[config.mk]
export PLATFORM = sky130hd
export DESIGN_NAME = lcd_scan_arbiter
export DESIGN_NICKNAME = d
export VERILOG_FILES = /design/src/rtl/lcd_scan_arbiter.sv
export SDC_FILE = /design/constraint.sdc
export NUM_CORES = 1
export LEC_CHECK = 0
export BUFFER_PORTS_ARGS = -buffer_cell sky130_fd_sc_hd__buf_4
export CORE_UTILIZATION = 50
export DETAILED_ROUTE_END_ITERATION = 6
export PLACE_DENSITY = 0.64
export SLEW_MARGIN = 20
export SYNTH_ARGS = -nofsm -noshare
export SYNTH_HDL_FRONTEND = slang
export SYNTH_SLANG_ARGS = --single-unit
[constraint.sdc]
create_clock -name clk -period 2.8 [get_ports clk]
set_input_delay 0.56 -clock clk [delete_from_list [all_inputs] [get_ports clk]]
set_output_delay 0.56 -clock clk [all_outputs]
set_load 0.02 [all_outputs]
[src/rtl/lcd_scan_arbiter.sv]
// LCD segment RAM (two segments of SEG_WORDS nibbles) shared between the CPU bus and a
// frame scanout sequencer. The CPU always wins; the scanner only reads when the bus is idle.
module lcd_scan_arbiter #(
  parameter int SEG_WORDS = 80
) (
  input  logic        clk,
  input  logic        reset,
  input  logic [11:0] cpu_addr,
  input  logic        cpu_write_en,
  input  logic [3:0]  cpu_write_data,
  output logic [3:0]  cpu_read_data,
  output logic        cpu_hit,
  input  logic        frame_start,
  output logic        pix_valid,
  input  logic        pix_ready,
  output logic [3:0]  pix_data,
  output logic [7:0]  pix_index,
  output logic        pix_last,
  output logic        busy,
  output logic        frame_overrun
);

  localparam int         TOTAL      = 2 * SEG_WORDS;
  localparam logic [8:0] SEG_W9     = 9'(SEG_WORDS);
  localparam logic [7:0] SEG_W8     = 8'(SEG_WORDS);
  localparam logic [8:0] UPPER_BASE = 9'h080;
  localparam logic [7:0] LAST_IDX   = 8'(TOTAL - 1);

  typedef enum logic [1:0] {IDLE, FETCH, HOLD} state_t;

  logic [3:0] mem [TOTAL];
  state_t     state_reg;
  logic [7:0] idx_reg;
  logic [8:0] cpu_off;
  logic       lower_hit;
  logic       upper_hit;
  logic [7:0] cpu_idx;

  // Lower segment sits at page offset 0x00, upper segment at 0x80.
  assign cpu_off   = {1'b0, cpu_addr[7:0]};
  assign lower_hit = (cpu_addr[11:8] == 4'hE) && (cpu_off < SEG_W9);
  assign upper_hit = (cpu_addr[11:8] == 4'hE) && (cpu_off >= UPPER_BASE) &&
                     (cpu_off < UPPER_BASE + SEG_W9);
  assign cpu_hit   = lower_hit || upper_hit;
  assign cpu_idx   = upper_hit ? (cpu_addr[7:0] - 8'h80 + SEG_W8) : cpu_addr[7:0];
  assign pix_index = idx_reg;

  // Array contents survive reset, so the write port has no reset term.
  always_ff @(posedge clk) begin
    if (cpu_hit && cpu_write_en) begin
      mem[cpu_idx] <= cpu_write_data;
    end
  end

  always_ff @(posedge clk or posedge reset) begin
    if (reset) begin
      cpu_read_data <= 4'h0;
    end else if (cpu_hit && !cpu_write_en) begin
      cpu_read_data <= mem[cpu_idx];
    end else begin
      cpu_read_data <= 4'h0;
    end
  end

  always_ff @(posedge clk or posedge reset) begin
    if (reset) begin
      state_reg     <= IDLE;
      idx_reg       <= 8'd0;
      pix_valid     <= 1'b0;
      pix_data      <= 4'h0;
      pix_last      <= 1'b0;
      busy          <= 1'b0;
      frame_overrun <= 1'b0;
    end else begin
      frame_overrun <= frame_start && (state_reg != IDLE);
      case (state_reg)
        IDLE: begin
          if (frame_start) begin
            idx_reg   <= 8'd0;
            busy      <= 1'b1;
            state_reg <= FETCH;
          end
        end
        FETCH: begin
          // Any CPU access to the array this cycle owns the port; retry next cycle.
          if (!cpu_hit) begin
            pix_data  <= mem[idx_reg];
            pix_valid <= 1'b1;
            pix_last  <= (idx_reg == LAST_IDX);
            state_reg <= HOLD;
          end
        end
        HOLD: begin
          if (pix_ready) begin
            pix_valid <= 1'b0;
            pix_last  <= 1'b0;
            if (idx_reg == LAST_IDX) begin
              busy      <= 1'b0;
              state_reg <= IDLE;
            end else begin
              idx_reg   <= idx_reg + 8'd1;
              state_reg <= FETCH;
            end
          end
        end
        default: begin
          state_reg <= IDLE;
        end
      endcase
    end
  end

endmodule

Word level (Yosys, flattened, before mapping)
Memories as Yosys holds them, arrays and structs flattened. A register that Yosys moved wholly into a read port is not among the register bits.
Cells that the tools add are included.
- memories kept: 1
- output and inout bits: 21
- bits in registers: 18
- logic and storage cells: 63
- input port bits: 21
- bits in writable memories: 640
- memories (name ; words ; bits a word ; read ports ; clocked after Yosys merged registers in ; write ports ; RTL line ; RTL):
    mem ; 160 ; 4 ; 2 ; 1 ; 1 ; 31 ; logic [3:0] mem [TOTAL];
- bitwise operators: 1
- reductions and logical operators: 17
- mux-type cells: 22
- equal/unequal tests: 9
- $add $sub $neg: 3
- $lt $le $gt $ge: 3
- operators with widths (cell ; number):
    $mux W8 ; 4
    $pmux W8 S2 ; 1
    $ne A2 B2 Y1 const B ; 5
    $mux W1 ; 9
    $add A8 B1 Y8 const B ; 1
    $add A8 B7 Y8 const B ; 1
    $eq A8 B8 Y1 const B ; 1
    $ge A8 B8 Y1 const B ; 1
    $lt A8 B7 Y1 const B ; 1
    $lt A8 B8 Y1 const B ; 1
    $reduce_and A4 Y1 ; 2
    $sub A8 B8 Y8 const B ; 1
    $logic_and A1 B1 Y1 ; 6
    $mux W2 ; 3
    $pmux W1 S2 ; 3
    $pmux W2 S3 ; 1
    $reduce_and A3 Y1 ; 2
    $reduce_bool A2 Y1 ; 3
    $eq A4 B4 Y1 const B ; 1
    $mux W4 ; 1
    $eq A2 B1 Y1 const B ; 1
    $eq A2 B2 Y1 const B ; 1
    $logic_not A2 Y1 ; 1
    $reduce_and A2 Y1 ; 1
    other kinds (3) ; 3

Longest topological paths before layout
- word-level depth: 7
- gate-level depth with buffers: 12
- gate-level depth less buffers: 9

Worst setup path before layout
Ideal clock, no wire load.
- path kind: input port to flip-flop
- from: input cpu_addr[0]
- to: memory mem[137][0] (enable)
- data arrival time: 2.341 ns
- slack: 0.129 ns
- stages: 7
- path buffers: 3
- library setup time: 0.330 ns
- required time: 2.470 ns
- cell sequence: buf_4 > buf_2 > buf_4 > clkinv_1 > nor3_1 > nand2_1 > nor2_1
- cells in the longest elaborated chain, start to end: 7
- elaborated cells between the ends (all ways): 13
- those cells by class: add/sub: 2; order compare: 3; mux: 3; reduce/logical: 5
- ends and longest elaborated chain (element ; RTL line ; RTL):
    from (decl) ; 8 ; input logic [11:0] cpu_addr,
    parallel branches: the longest is 7 deep, another holds $sub A8 B8 Y8 ; n/a ;
    to (decl) ; 31 ;
Parallel ways; which one is timed is not known.

==> impl_metrics.toml <==
[routing]
vias = 20100
vias_per_cell = 6.64
drc_errors = 0
ant_nets = 0
wl_um = 97600
wl_per_cell_um = 32.2
drt_iter0_markers = 2703
first_pass_iters = 5

[synthesis]
synth.area.top_cells = "edfxtp_1 (61%), mux4_2 (22%), mux2i_1 (2.7%), nor2_1 (2.3%), dfrtp_1 (1.7%)"
yosys.area.top_type = "edfxtp_1"
synth_cells = 1788
synth_top_cells_by_count = "edfxtp_1 (640), mux4_2 (312), nor2_1 (191)"
ys_seq_area_share_pct = 62.4
netlist_area_um2 = 31700
synth_area_per_cell_um2 = 17.7
yosysWarningCount = 0
synth_cell_types = 66
ys_seq_elements = 662
dominantRegCellSynth = "edfxtp_1"
synth_nets = 1812
synth_top_area_share_pct = 60.6
async_flop_share_pct = 3.32
post-synth-top-count-cell = "edfxtp_1"
synth_edf_count = 640

[clock_tree]
cts_sinks = 662
clkTransAtPathRegs_ns = 0.06
clk_latency_ns = 0.63
cts_tree = "built"
h-tree-depth = 3
hold_buffers = 0
clk_path_buf_depth = 3
numCtsBuffers = 73
clockRootBuffer = "clkbuf_16"

[sta]
fin_setup_tns_ns = 0
period_needed_ns = 2.79
achievable-frequency_mhz = 358
final_max_slew_viol_count = 0
fin_crit_sh_pct = 99.8
relSlewSlack_pct = 38.5
hold_slack_ns = 0.0376
worst_slack_ns = 0.00569
setup_viol = 0
clock_skew_ns = 0.0281
worst_pin_slew_ns = 0.921
hold_viol = 0

[finish]
nets = 2159
drive_gt1_share_pct = 39.7
area_growth_pct = 20.6
largest_reg_flops = 640
num_antenna_cells = 0
final_area_um2 = 38200
regMostFlops = "mem"

[worst_setup_path]
r2r_slack_ns = 0.006
reg2regPathDepth = 9
crit_fanout = 12
rr_startpoint = "pix_index[0]"
critical_path_class = "register to register"
crit_end = "pix_data[0]"
startpoint_type = "register"
reg2reg_to = "pix_data[0]"
endpoint_kind = "register"
crit_required_ns = 3.31
startpoint = "pix_index[0]"
cp_data_arrival_time_ns = 3.30

[pwr]
max-vdd-ir-drop_v = 0.000521
p_per_area_nw_per_um2 = 672
power.leakage_nw = 12.5

[global_route]
grt_max_degree = 161
track_usage_pct = 31.2
grt_first_pass_wirelength_um = 141000
antenna_found_initial = 6
grt_pass1_vias = 20100
overflow = 0

[placed_design]
preCtsSetupSlack_ns = -0.249
io_buffers = 41
placed_area_um2 = 35700
gp_congestion = 0.957
hpwlAfterDp_um = 68800

[floorplanning]
core-area_um2 = 62200
die_x_um = 254
die_area_um2 = 64400
die_h_um = 254
row_count = 91
io-pin-count = 42
start_util_pct = 51.0

[hold_path]
hold_path.class = "primary input to asynchronous set/reset pin"

[flow_run]
drv_cap = 0

[run_status]
outcome = "finished clean"
[where the power goes]
part / total, mW / switching [mW] / internal (mW) / leakage [nW]
Combinational: 4.92 / 2.48 / 2.44 / 5.34
Clock: 9.71 / 3.99 / 5.72 / 1.17
Sequential: 11.0 / 0.121 / 10.9 / 6.02
[repair_timing]
item / CTS / global route
gates resized for setup: 0 / 7
endpoints found under the setup margin: 0 / 3
buffers inserted: 0 / 7
[how the worst min path moves through the flow]
| stage | startpoint | endpoint | slack [ns] |
|---|---|---|---|
| final | reset | cpu_read_data[2] | 0.04 |
| after global routing | reset | cpu_read_data[1] | 0.04 |
| after CTS | reset | cpu_read_data[0] | 0.01 |
| after detailed placement | pix_valid | pix_valid | 0.49 |
| after global placement | pix_valid | pix_valid | 0.48 |
| after floorplan | reset | busy | 0.55 |
[logic make-up after synthesis]
family,count (synthesis),share of synthesized area [%]
buf+inv,140,2.21
simple gates,368,5.27
mux,416,25.5
fa+ha+maj,3,0.118
compound gates,193,4.33
xor+xnor,6,0.166
flops,662,62.4
[area by class of cell]
type / count / area, um2
inverter: 10 / 37.5
tap: 837 / 1050
timing repair buffer: 402 / 3730
clock inverter: 38 / 363
sequential: 662 / 19800
clock buffer: 93 / 2040
multi-input combinational: 986 / 11200
fill: 4518 / 23900
[through the flow]
stage / cells / utilization, % / total power [mW]
2_1_floorplan: 1788 / - / 14.1
3_3_place_gp: 2889 / 57.5 / 16.0
3_5_place_dp: 2889 / 57.5 / 16.0
4_1_cts: 3020 / 61.3 / 25.6
5_1_grt: 3028 / 61.5 / 26.4
6_report: 3028 / 61.5 / 25.7
[metal layers]
| layer | track usage [%] | share of wire, % |
|---|---|---|
| met5 | 0 | 0.070 |
| met4 | 12.0 | 4.0 |
| met3 | 7.57 | 11 |
| met2 | 46.1 | 45 |
| met1 | 45.1 | 39 |
[critical path: stages (launching register included)]
cell	delay (ns)
dfrtp_4	0.47
buf_12	0.18
buf_16	0.16
buf_4	0.13
buf_4	0.15
mux4_2	0.50
o211ai_1	0.39
a211o_1	0.25
o31ai_1	0.10
a221o_1	0.33
[layout by cell type (no fill, tap or decap), types with 19 or more instances in the layout]
cell       count
nand3_1       27
buf_4        344
clkbuf_16     80
nor2_1       191
edfxtp_1     640
a21oi_1       27
dfrtp_1       19
mux4_2       312
o22ai_1       27
nand2_1       59
mux2_2        19
mux2i_1       85
buf_12        51
a22oi_1       21
(Power assumes the default switching activity.)
